File: src/rtl/fetch_sequencer.sv
// Fetch-stage controller: owns the PC, registers instructions into a valid/ready slot,
// applies branch redirects, and detects end-of-program and misaligned targets.
// Optional performance counters are enabled by defining FETCH_PERF_CNT_EN.
module fetch_sequencer #(
    parameter logic [63:0] RESET_PC   = 64'h0,
    parameter logic [63:0] IMEM_BYTES = 64'd64
) (
    input  logic        clk,
    input  logic        reset,
    output logic [63:0] imem_addr,
    input  logic [31:0] imem_instr,
    output logic        fetch_valid,
    input  logic        fetch_ready,
    output logic [31:0] fetch_instr,
    output logic [63:0] fetch_pc,
    input  logic        branch_taken,
    input  logic [63:0] branch_target,
    output logic        halted,
    output logic        fault
`ifdef FETCH_PERF_CNT_EN
    ,
    output logic [31:0] perf_fetch_cnt,
    output logic [31:0] perf_redirect_cnt
`endif
);

    typedef enum logic [1:0] {
        IDLE  = 2'd0,
        RUN   = 2'd1,
        HALT  = 2'd2,
        FAULT = 2'd3
    } state_t;

    state_t      state_q, state_d;
    logic [63:0] pc_q, pc_d;
    logic        valid_q, valid_d;
    logic [31:0] instr_q, instr_d;
    logic [63:0] fpc_q, fpc_d;
    logic        slot_free;

`ifdef FETCH_PERF_CNT_EN
    logic [31:0] fcnt_q, fcnt_d;
    logic [31:0] rcnt_q, rcnt_d;
`endif

    assign slot_free = !valid_q || fetch_ready;

    always_comb begin
        state_d = state_q;
        pc_d    = pc_q;
        valid_d = valid_q;
        instr_d = instr_q;
        fpc_d   = fpc_q;
`ifdef FETCH_PERF_CNT_EN
        fcnt_d  = fcnt_q;
        rcnt_d  = rcnt_q;
        if (state_q != FAULT && valid_q && fetch_ready) begin
            fcnt_d = fcnt_q + 32'd1;
        end
`endif
        case (state_q)
            IDLE: state_d = RUN;
            RUN, HALT: begin
                // Redirect wins over capture and halt detection; the slot is flushed either way.
                if (branch_taken) begin
                    valid_d = 1'b0;
                    if (branch_target[1:0] == 2'b00) begin
                        pc_d    = branch_target;
                        state_d = RUN;
`ifdef FETCH_PERF_CNT_EN
                        rcnt_d  = rcnt_q + 32'd1;
`endif
                    end else begin
                        state_d = FAULT;
                    end
                end else if (state_q == RUN && slot_free) begin
                    if (pc_q < IMEM_BYTES) begin
                        instr_d = imem_instr;
                        fpc_d   = pc_q;
                        valid_d = 1'b1;
                        pc_d    = pc_q + 64'd4;
                    end else begin
                        valid_d = 1'b0;
                        state_d = HALT;
                    end
                end
            end
            FAULT: valid_d = 1'b0;
        endcase
    end

    always_ff @(posedge clk or negedge reset) begin
        if (!reset) begin
            state_q <= IDLE;
            pc_q    <= RESET_PC;
            valid_q <= 1'b0;
            instr_q <= '0;
            fpc_q   <= '0;
`ifdef FETCH_PERF_CNT_EN
            fcnt_q  <= '0;
            rcnt_q  <= '0;
`endif
        end else begin
            state_q <= state_d;
            pc_q    <= pc_d;
            valid_q <= valid_d;
            instr_q <= instr_d;
            fpc_q   <= fpc_d;
`ifdef FETCH_PERF_CNT_EN
            fcnt_q  <= fcnt_d;
            rcnt_q  <= rcnt_d;
`endif
        end
    end

    assign imem_addr   = pc_q;
    assign fetch_valid = valid_q;
    assign fetch_instr = instr_q;
    assign fetch_pc    = fpc_q;
    assign halted      = (state_q == HALT);
    assign fault       = (state_q == FAULT);
`ifdef FETCH_PERF_CNT_EN
    assign perf_fetch_cnt    = fcnt_q;
    assign perf_redirect_cnt = rcnt_q;
`endif

endmodule

File: config.mk
export PLATFORM = sky130hd
export DESIGN_NAME = fetch_sequencer
export DESIGN_NICKNAME = d
export VERILOG_FILES = /design/src/rtl/fetch_sequencer.sv
export SDC_FILE = /design/constraint.sdc
export NUM_CORES = 1
export LEC_CHECK = 0
export CORE_MARGIN = 4
export CORE_UTILIZATION = 30
export DETAILED_ROUTE_END_ITERATION = 10
export PLACE_DENSITY = 0.67
export SYNTH_ARGS = -nofsm -noshare
export SYNTH_HDL_FRONTEND = slang
export SYNTH_SLANG_ARGS = --single-unit
export TNS_END_PERCENT = 5
File: constraint.sdc
create_clock -name clk -period 4.9 [get_ports clk]
set_input_delay 0.98 -clock clk [delete_from_list [all_inputs] [get_ports clk]]
set_output_delay 0.98 -clock clk [all_outputs]
set_load 0.02 [all_outputs]
# Yosys cells after proc, flatten, opt, wreduce, memory -nomap -nowiden
# Cells that the tools add are included.
# classes
mux	13
order_cmp	1
n_reduce_logical	14
n_addsub	1
bitwise	1
eq_ne	6
# ops
cell	n
64-bit 2-to-1 mux	4
64-bit by 3-bit adder with 64-bit output, second input constant	1
64-bit by 7-bit < comparator with 1-bit output, second input constant	1
2-bit 2-to-1 mux	4
4-bit AND reduction	2
2-bit nonzero test	4
3-bit != test, second input constant	2
2-bit == test, second input constant	2
2-bit zero test	2
2-bit case mux with 2 select lines	1
1-bit 2-to-1 mux	3
3-bit AND reduction	1
2-bit by 1-bit == test with 1-bit output, second input constant	1
2-bit by 1-bit != test with 1-bit output, second input constant	1
1-bit case mux with 2 select lines	1
2-bit AND reduction	1
2-bit OR reduction	1
1-bit logical AND	1
1-bit zero test	1
1-bit logical OR	1
1-bit inverter	1
# word_totals
inputBits	100
output_inout_bits	163
elab_cells	41
ff_bits	163

# Longest topological paths before layout
# Gate-level depths: netlist of run 1.
# logic_depth
word_depth	6
mapped_depth	8
mapped_depth_nobuf	6

# Worst setup path after synthesis of run 1
# Ideal clock, no wire load.
# synth_path
kind	input port to flip-flop
start	in fetch_ready
end	reg pc_q[11] (netlist: imem_addr[11])
path_buffers	1
setup_ns	0.135
t_arrival_ns	2.128
cell_stages	5
setup_slack_ns	2.638
t_required_ns	4.765
path_cell_list	o21ai_0 -> nor2_1 -> a21oi_1 -> clkbuf_1 -> o21ai_0
# synth_between
elab_chain_cells	4
# synth_rtl
item	line	source
from (decl)	13	input logic fetch_ready,
1-bit logical OR	46	assign slot_free = !valid_q || fetch_ready;
1-bit logical AND	76	end else if (state_q == RUN && slot_free) begin
2-bit nonzero test (no line)	-	
4-bit AND reduction (no line)	-	
to (signal assigned)	105	pc_q <= pc_d;
to (decl)	35	logic [63:0] pc_q, pc_d;
# Every way passes these cells.
# A chain may end at the register's enable or synchronous reset.

# Worst setup path after layout of run 1
# layout_path
start	reg pc_q[10] (netlist: imem_addr[10])
end	reg fpc_q[21] (netlist: fetch_pc[21])
# layout_between
elab_chain_cells	2
# layout_rtl
item	line	source
64-bit by 7-bit < comparator with 1-bit output	77	if (pc_q < IMEM_BYTES) begin
4-bit AND reduction (no line)	-	
to (signal assigned)	108	fpc_q <= fpc_d;
to (decl)	38	logic [63:0] fpc_q, fpc_d;
# Every way passes these cells.

==> results of run 1 <==
[layer usage]
metal / vias to the layer above / GRT usage, % / wire length, µm
li1: 2749 / - / -
met1: 2901 / 23.2 / 10000
met2: 312 / 27.2 / 10200
met3: 41 / 6.63 / 2290
met4: 2 / 6.07 / 556
met5: - / 0 / 12
[Yosys cell counts, types with 8 or more instances]
| cell type | number |
|---|---|
| a21oi_1 | 30 |
| and2_1 | 60 |
| clkbuf_1 | 18 |
| dfrtp_1 | 163 |
| inv_1 | 12 |
| mux2_1 | 8 |
| mux2_2 | 33 |
| nand2_1 | 75 |
| nand3_1 | 19 |
| nand4_1 | 21 |
| nor2_1 | 40 |
| nor3_1 | 15 |
| nor4_1 | 19 |
| o21ai_0 | 18 |
| o22ai_1 | 9 |
[critical path: stages (launching register included)]
cell and delay (ps):
dfrtp_1 450, nor4_1 360, nand4_1 260, nor4_4 510, nand3_4 730, buf_4 480, and2_1 180
[path summary, 6_finish.rpt]
kind	end	slack, ps	cells past startpoint
min in group asynchronous	fetch_pc[33]$_DFFE_PN0P_	660	1
max	fetch_pc[21]$_DFFE_PN0P_	1750	6
max in group asynchronous	fetch_pc[58]$_DFFE_PN0P_	3320	2
min	fetch_pc[54]$_DFFE_PN0P_	480	1
min reg2reg	fetch_pc[54]$_DFFE_PN0P_	480	1
max reg2reg	fetch_pc[21]$_DFFE_PN0P_	1750	6
[power groups by stage]
stage / sequential (mW) / clock, mW / combinational (mW)
6_report: 1.94 / 1.40 / 1.39
5_1_grt: 1.98 / 1.49 / 1.50
4_1_cts: 1.94 / 1.43 / 1.41
3_5_place_dp: 1.96 / 0 / 1.40
3_3_place_gp: 1.95 / 0 / 1.39
2_1_floorplan: 2.11 / 0 / 0.416
[sequential cells by signal (all words and copies together), names as in the netlist]
name / count
fetch_valid: 1
imem_addr: 64
state_q: 2
fetch_instr: 32
fetch_pc: 64
[final cells by class]
cell class,instances,area (µm²)
Fill cell,2106,12200
Tap cell,285,357
Timing Repair Buffer,270,2690
Sequential cell,163,4080
Inverter,12,45.0
Clock buffer,19,443
Clock inverter,13,165
Multi-Input combinational cell,421,2630
[stage by stage]
stage                     instance area [µm²]  util (%)  hold WS [ps]  total power, mW  cells
after floorplan                          6890         -           572             2.52    626
after global placement                   9810      43.3           468             3.34   1151
after detailed placement                 9810      43.3           470             3.35   1151
after CTS                               10400      46.0           487             4.77   1183
after global routing                    10400      46.0           499             4.97   1183
final                                   10400      46.0           484             4.72   1183
[logic make-up after synthesis]
family / after synthesis / share of synthesized area (%)
AND/OR/NAND/NOR: 272 / 20.5
flip-flops: 163 / 59.2
AO/OA/AOI/OAI: 99 / 9.43
multiplexers: 45 / 7.29
buffers and inverters: 42 / 2.63
adder cells (fa/ha/maj): 5 / 0.908
==> impl_metrics.csv, run 1 <==
group,metric,value,unit
global_routing,grt_pass1_vias,6089,
place,globalplace.congestion,0.788,
sta,skew,11.9,ps
pwr,p_per_area,454,nW/µm²
flow_run,drv_cap,0,
logic_synthesis,async_flop_share,100,%
place,place_ws,1670,ps
place,io_buffers,262,
critical_path,r2r-start,"imem_addr[10]$_DFFE_PN0P_",
drt,wire_per_inst,19.5,µm
floorplanning,coreArea,22600,µm²
logic_synthesis,synth_nets,731,
cts,clk_pin_slew,70,ps
drt,drtAntennaViolNets,0,
finish,fin_nets,990,
cts,cts_resized,0,
finish,final_cell_mix,"clkdlybuf4s50_1, dfrtp_1, nand2_1",
logic_synthesis,seq_area_frac_synth,59.2,%
cts,cts_hold_buf,0,
sta,slew_headroom,32.6,%
finish,drive_gt1_share,9.35,%
global_routing,antenna_found_initial,1,
cts,insertion_delay,420,ps
logic_synthesis,yosysWarningCount,0,
cts,clkSinkCount,163,
drt,first_pass_iters,5,
floorplanning,rows,55,
sta,rsz0062_at_grt,"no",
logic_synthesis,synth_cell_types,48,
logic_synthesis,synth-edff-count,0,
cts,cts_buffers,17,
cts,clock_path_buffers,2,
min_path,hold_class,"flop to flop",
logic_synthesis,synth_area_leader_cell,"dfrtp_1",
pwr,intPower,3.01,mW
sta,fmax,0.317,GHz
logic_synthesis,synth_top_cells_by_area,"dfrtp_1, and2_1, mux2_2",
logic_synthesis,syn_area,6890,µm²
floorplanning,pin_count,263,
drt,vias,6005,
critical_path,cp-end-kind,"flop",
critical_path,cp_max_fo,80,
sta,setup_ws,1750,ps
logic_synthesis,syn_inst,626,
critical_path,arrival,3470,ps
cts,cts_max_level,4,
sta,final_hold_viol_count,0,
pwr,power_frac_seq,41.0,%
finish,diodes,0,
sta,worstMarginPinSlew,1010,ps
drt,wirelength,23100,µm
outcome,status,"complete, no violations",
critical_path,crit_start,"imem_addr[10]$_DFFE_PN0P_",
min_path,hp-start,"fetch_pc[54]$_DFFE_PN0P_",
sta,setup_tns,0,ps
global_routing,grt_pass1_wl,35800,µm
global_routing,grt_max_degree,106,
pwr,swShare,36.4,%
pwr,clockPowerShare,29.6,%
logic_synthesis,syn_avg_cell_area,11.0,µm²
pwr,p_comb_share,29.4,%
global_routing,grt_overflow,0,
critical_path,worstSetupPathType,"flop to flop",
floorplanning,dieArea,25400,µm²
cts,postCtsSetupRepairBufs,0,
cts,root_buffer,"clkbuf_16",
global_routing,gr-usage-all-layers,17.7,%
sta,finalMaxSlewViolations,0,
critical_path,critPathLaunchType,"flop",
finish,syn2layout_area_growth,51.2,%
sta,finalSetupViolCount,0,
place,dpl.hpwl,16600,µm
sta,min_period,3150,ps
drt,drt-vias-per-instance,5.08,
floorplanning,start_util,30.4,%
drt,drc,0,
logic_synthesis,synth_top_area_share,59.2,%
pwr,power_switching,1.72,mW
finish,layout_commonest_cell,"clkdlybuf4s50_1",
pwr,p_leak,4.48,nW
cts,cts_tree,"yes",
sta,fin_crit_sh,64.3,%
floorplanning,die_w,160,µm
drt,drt_iter0_drc,359,
floorplanning,die_height,160,µm
logic_synthesis,synth_ff_type,"dfrtp_1",
pwr,peakVddDrop,0.264,mV
logic_synthesis,ys_ff_latch,163,
critical_path,required,5210,ps
(Power assumes the default switching activity.)
==> run 2, diff against run 1 <==
Clock period 4.9 ns to 3 ns, I/O delays scaled along.
==> run 2 against run 1 <==
  * Non-clock buffer count is 12 higher
  * Sequential share of layout area is 0.40 points lower
  * Combinational power is 69% higher
  * Clock power is 61% higher
  * First-iteration DRC count is 17% higher
  * Clock skew is 2.0 ps higher
  * Power is 64% higher
  * Final cell count is 0.93% higher
  * Via count is 1.2% higher
  * Core utilization is 0.47 points higher
  * Cell area is 1.0% higher
  * Fmax is 18% higher
==> impl_metrics.csv, run 2 (synthesis gave the netlist of run 1 again) <==
group,metric,value,unit
critical_path,r2r-start,"imem_addr[44]$_DFFE_PN0P_",
cts,clk_pin_slew,70,ps
drt,wire_per_inst,19.4,µm
sta,worstMarginPinSlew,630,ps
pwr,intPower,4.95,mW
place,place_ws,409,ps
cts,cts_resized,0,
global_routing,antenna_found_initial,0,
pwr,clockPowerShare,29.0,%
sta,final_hold_viol_count,0,
place,dpl.hpwl,16800,µm
critical_path,arrival,2990,ps
min_path,hold_class,"input port to async pin",
cts,postCtsSetupRepairBufs,0,
drt,first_pass_iters,5,
pwr,p_comb_share,30.3,%
sta,setup_ws,319,ps
global_routing,grt_max_degree,97,
floorplanning,pin_count,263,
critical_path,path_cells,"nor4_1 > nand4_1 > or4_4 > o21ai_4 > mux2_2",
floorplanning,rows,55,
cts,root_buffer,"clkbuf_16",
sta,finalMaxSlewViolations,0,
drt,drt_iter0_drc,419,
cts,cts_max_level,4,
cts,cts_tree,"yes",
sta,fmax,0.373,GHz
critical_path,worstSetupPathDepth,5,
floorplanning,coreArea,22600,µm²
cts,cts_hold_buf,0,
floorplanning,start_util,30.4,%
flow_run,drv_cap,0,
sta,skew,13.9,ps
critical_path,critPathLaunchType,"flop",
finish,fin_nets,1002,
pwr,peakVddDrop,0.526,mV
pwr,p_leak,4.54,nW
critical_path,cp_top_family,"simple AND/OR/NAND/NOR gates",
sta,slew_headroom,57.6,%
sta,rsz0062_at_grt,"no",
drt,vias,6075,
critical_path,cp_slowest_stage_delay,600,ps
place,globalplace.congestion,0.851,
drt,wirelength,23200,µm
pwr,power_frac_seq,40.6,%
critical_path,r2r_end,"imem_addr[2]$_DFFE_PN0P_",
finish,syn2layout_area_growth,52.8,%
cts,cts_buffers,17,
outcome,status,"complete, no violations",
sta,min_period,2680,ps
finish,diodes,0,
cts,clkSinkCount,163,
critical_path,crit_slowest_cell,"or4_4",
critical_path,r2r_cells,5,
sta,fin_crit_sh,89.4,%
critical_path,required,3310,ps
place,io_buffers,262,
pwr,swShare,36.2,%
global_routing,gr-usage-all-layers,17.9,%
sta,finalSetupViolCount,0,
critical_path,cp-end-kind,"flop",
finish,layout_commonest_cell,"clkdlybuf4s50_1",
drt,drc,0,
cts,clock_path_buffers,2,
cts,insertion_delay,430,ps
finish,drive_gt1_share,10.6,%
pwr,p_per_area,737,nW/µm²
sta,setup_tns,0,ps
critical_path,ff2ff_setup_slack,320,ps
finish,final_cell_mix,"clkdlybuf4s50_1, dfrtp_1, nand2_1",
critical_path,worstSetupPathType,"flop to flop",
floorplanning,dieArea,25400,µm²
global_routing,grt_pass1_vias,6189,
pwr,power_switching,2.81,mW
drt,drtAntennaViolNets,0,
global_routing,grt_overflow,0,
global_routing,grt_pass1_wl,35900,µm
critical_path,cp_max_fo,10,
drt,drt-vias-per-instance,5.09,
critical_path,path_buf_inv,0,
pwr,power,7.75,mW
floorplanning,die_w,160,µm
floorplanning,die_height,160,µm
[run 2: worst max path at each step]
stage,startpoint,to,slack (ps)
after global placement,imem_addr[47]$_DFFE_PN0P_,imem_addr[3]$_DFFE_PN0P_,450
after CTS,imem_addr[47]$_DFFE_PN0P_,imem_addr[2]$_DFFE_PN0P_,390
after detailed placement,imem_addr[47]$_DFFE_PN0P_,imem_addr[2]$_DFFE_PN0P_,410
after global routing,imem_addr[47]$_DFFE_PN0P_,imem_addr[2]$_DFFE_PN0P_,230
final,imem_addr[44]$_DFFE_PN0P_,imem_addr[2]$_DFFE_PN0P_,320
after floorplan,imem_addr[9]$_DFFE_PN0P_,imem_addr[2]$_DFFE_PN0P_,780
[run 2: power by group through the flow]
stage	combinational, mW	sequential [mW]	clock (mW)
6_report	2.35	3.15	2.25
3_3_place_gp	2.35	3.15	0
4_1_cts	2.37	3.14	2.31
3_5_place_dp	2.35	3.17	0
5_1_grt	2.54	3.21	2.40
2_1_floorplan	0.680	3.44	0
[run 2: routing by layer]
| metal | vias to the layer above | routed length [µm] | GRT usage, % |
|---|---|---|---|
| li1 | 2765 | - | - |
| met1 | 2950 | 9950 | 22.8 |
| met2 | 315 | 10200 | 27.4 |
| met3 | 45 | 2230 | 6.86 |
| met4 | 0 | 791 | 7.53 |
| met5 | - | 0 | 0 |
[run 2: cell type report]
type                    instances  area, µm²
clock buffers                  19        453
clock inverters                12        146
fillers                      2100      12100
inverters                      12       45.0
multi-input cells             421       2630
flip-flops and latches        163       4080
well taps                     285        357
repair buffers                282       2810
[run 2: per-stage QoR]
step                      area [µm²]  instances  hold slack, ps  utilization (%)
final                          10500       1194             166             46.5
after global routing           10500       1194             218             46.5
after CTS                      10500       1194             188             46.5
after detailed placement        9920       1163             470             43.8
after global placement          9920       1163             468             43.8
after floorplan                 6890        626             304                -
[run 2: worst register-to-register path, stage by stage, from the launching register on]
cell	delay, ps
dfrtp_1	460
nor4_1	510
nand4_1	250
or4_4	600
o21ai_4	360
mux2_2	380
==> run 3, diff against run 2 <==
Settings changed: CORE_MARGIN 4 to 8, SKIP_CTS_REPAIR_TIMING set to 1.
==> run 3 against run 2 <==
  * First-iteration DRC count grew 5.5%
  * Power grew 2.3%
  * Via count shrank 1.7%
  * Global-route usage shrank 0.74 points
  * Count of clock-buffer cells in the layout is the same
  * Sequential power is essentially flat
  * Sequential share of layout area shrank 0.23 points
  * Critical endpoint is now imem_addr[10]$_DFFE_PN0P_
  * Largest cell class unchanged
  * Largest power group unchanged
==> impl_metrics.csv, run 3 (synthesis gave the netlist of run 1 again) <==
group,metric,value,unit
critical_path,arrival,2950,ps
cts,cts_max_level,4,
critical_path,path_buf_inv,1,
sta,min_period,2620,ps
cts,cts_buffers,17,
floorplanning,start_util,30.5,%
critical_path,r2r-start,"imem_addr[12]$_DFFE_PN0P_",
critical_path,r2r_cells,6,
drt,wirelength,24300,µm
global_routing,grt_pass1_wl,37700,µm
critical_path,r2r_end,"imem_addr[10]$_DFFE_PN0P_",
sta,rsz0062_at_grt,"no",
critical_path,cp-end-kind,"flop",
pwr,p_per_area,750,nW/µm²
drt,drc,0,
drt,wire_per_inst,20.3,µm
outcome,status,"complete, no violations",
critical_path,critPathLaunchType,"flop",
sta,worstMarginPinSlew,746,ps
critical_path,worstSetupPathType,"flop to flop",
cts,root_buffer,"clkbuf_16",
global_routing,grt_pass1_vias,6244,
critical_path,required,3330,ps
floorplanning,die_w,168,µm
global_routing,antenna_found_initial,1,
critical_path,path_cells,"nor4_1 > nand4_1 > nor4_4 > a21oi_1 > buf_4 > o31ai_1",
critical_path,cp_slowest_stage_delay,540,ps
global_routing,gr-usage-all-layers,17.2,%
sta,finalSetupViolCount,0,
drt,drt-vias-per-instance,4.99,
floorplanning,die_height,168,µm
global_routing,grt_overflow,0,
place,dp_cells,1163,
finish,syn2layout_area_growth,53.7,%
critical_path,crit_slowest_cell,"nor4_4",
critical_path,cp_top_family,"simple AND/OR/NAND/NOR gates",
min_path,hold_class,"input port to async pin",
critical_path,ff2ff_setup_slack,380,ps
sta,fin_crit_sh,87.4,%
finish,fill_cells,2086,
cts,clk_pin_slew,70,ps
cts,insertion_delay,430,ps
finish,fin_nets,1002,
drt,first_pass_iters,5,
sta,skew,17.6,ps
drt,drt_iter0_drc,442,
sta,fmax,0.381,GHz
floorplanning,coreArea,22600,µm²
finish,layout_commonest_cell,"clkdlybuf4s50_1",
floorplanning,pin_count,263,
pwr,p_leak,4.58,nW
cts,clkSinkCount,163,
sta,setup_tns,0,ps
sta,finalMaxSlewViolations,0,
pwr,peakVddDrop,0.524,mV
flow_run,drv_cap,0,
cts,cts_tree,"yes",
floorplanning,dieArea,28100,µm²
floorplanning,rows,55,
finish,final_cell_mix,"clkdlybuf4s50_1, dfrtp_1, nand2_1",
finish,drive_gt1_share,10.8,%
place,io_buffers,262,
drt,vias,5969,
place,dpl.hpwl,18000,µm
drt,drtAntennaViolNets,0,
sta,slew_headroom,50.2,%
place,globalplace.congestion,0.851,
finish,fin_cells,1196,
sta,final_hold_viol_count,0,
cts,clock_path_buffers,2,
global_routing,grt_max_degree,77,
critical_path,cp_max_fo,12,
## run 3: worst register-to-register path, cell delays in order, from the launching register on
cell     delay, ps
dfrtp_1        430
nor4_1         390
nand4_1        270
nor4_4         540
a21oi_1        350
buf_4          300
o31ai_1        250
## run 3: final cells by class
type | count | area (µm²) | share of cell area (%)
Clock buffer | 19 | 453 | 4.28
Antenna cell | 1 | 2.50 | 0.0236
Tap cell | 285 | 357 | 3.37
Timing Repair Buffer | 282 | 2820 | 26.6
Multi-Input combinational cell | 421 | 2640 | 24.9
Inverter | 12 | 45.0 | 0.426
Clock inverter | 13 | 193 | 1.82
Sequential cell | 163 | 4080 | 38.5
## run 3: per-stage QoR
stage               util [%]  setup WS (ps)  cell area, µm²  power [mW]  hold slack [ps]
floorplan                  -            784            6890        4.12              304
global placement        44.0            373            9930        5.55              468
detailed placement      44.0            355            9930        5.57              470
CTS                     46.9            343           10600        8.02              151
global route            46.9            222           10600        8.33              166
finish                  46.9            378           10600        7.93              139
## run 3: worst max-delay path by stage
stage	from	endpoint	slack (ps)	cells after the start
6_report	imem_addr[12]$_DFFE_PN0P_	imem_addr[10]$_DFFE_PN0P_	380	6
5_1_grt	imem_addr[2]$_DFFE_PN0P_	imem_addr[44]$_DFFE_PN0P_	220	6
3_3_place_gp	imem_addr[2]$_DFFE_PN0P_	imem_addr[44]$_DFFE_PN0P_	370	6
4_1_cts	imem_addr[12]$_DFFE_PN0P_	imem_addr[3]$_DFFE_PN0P_	340	5
3_5_place_dp	imem_addr[12]$_DFFE_PN0P_	imem_addr[2]$_DFFE_PN0P_	350	5
2_1_floorplan	imem_addr[9]$_DFFE_PN0P_	imem_addr[2]$_DFFE_PN0P_	780	5
## run 3: where the power goes
part	internal, mW	leakage [nW]	switching, mW	total (mW)
logic	1.12	2.13	1.28	2.40
registers	2.56	2.13	0.575	3.14
clock network	1.39	0.317	1.00	2.39
## run 3: per-layer routing
layer	wire [µm]	part of all wire, %	global-route usage, %	vias to the layer above
met4	431	1.8	5.20	0
li1	-	-	-	2779
met2	10600	43	25.9	295
met3	2470	10	7.12	21
met1	10800	45	22.1	2874
met5	0	0	0	-
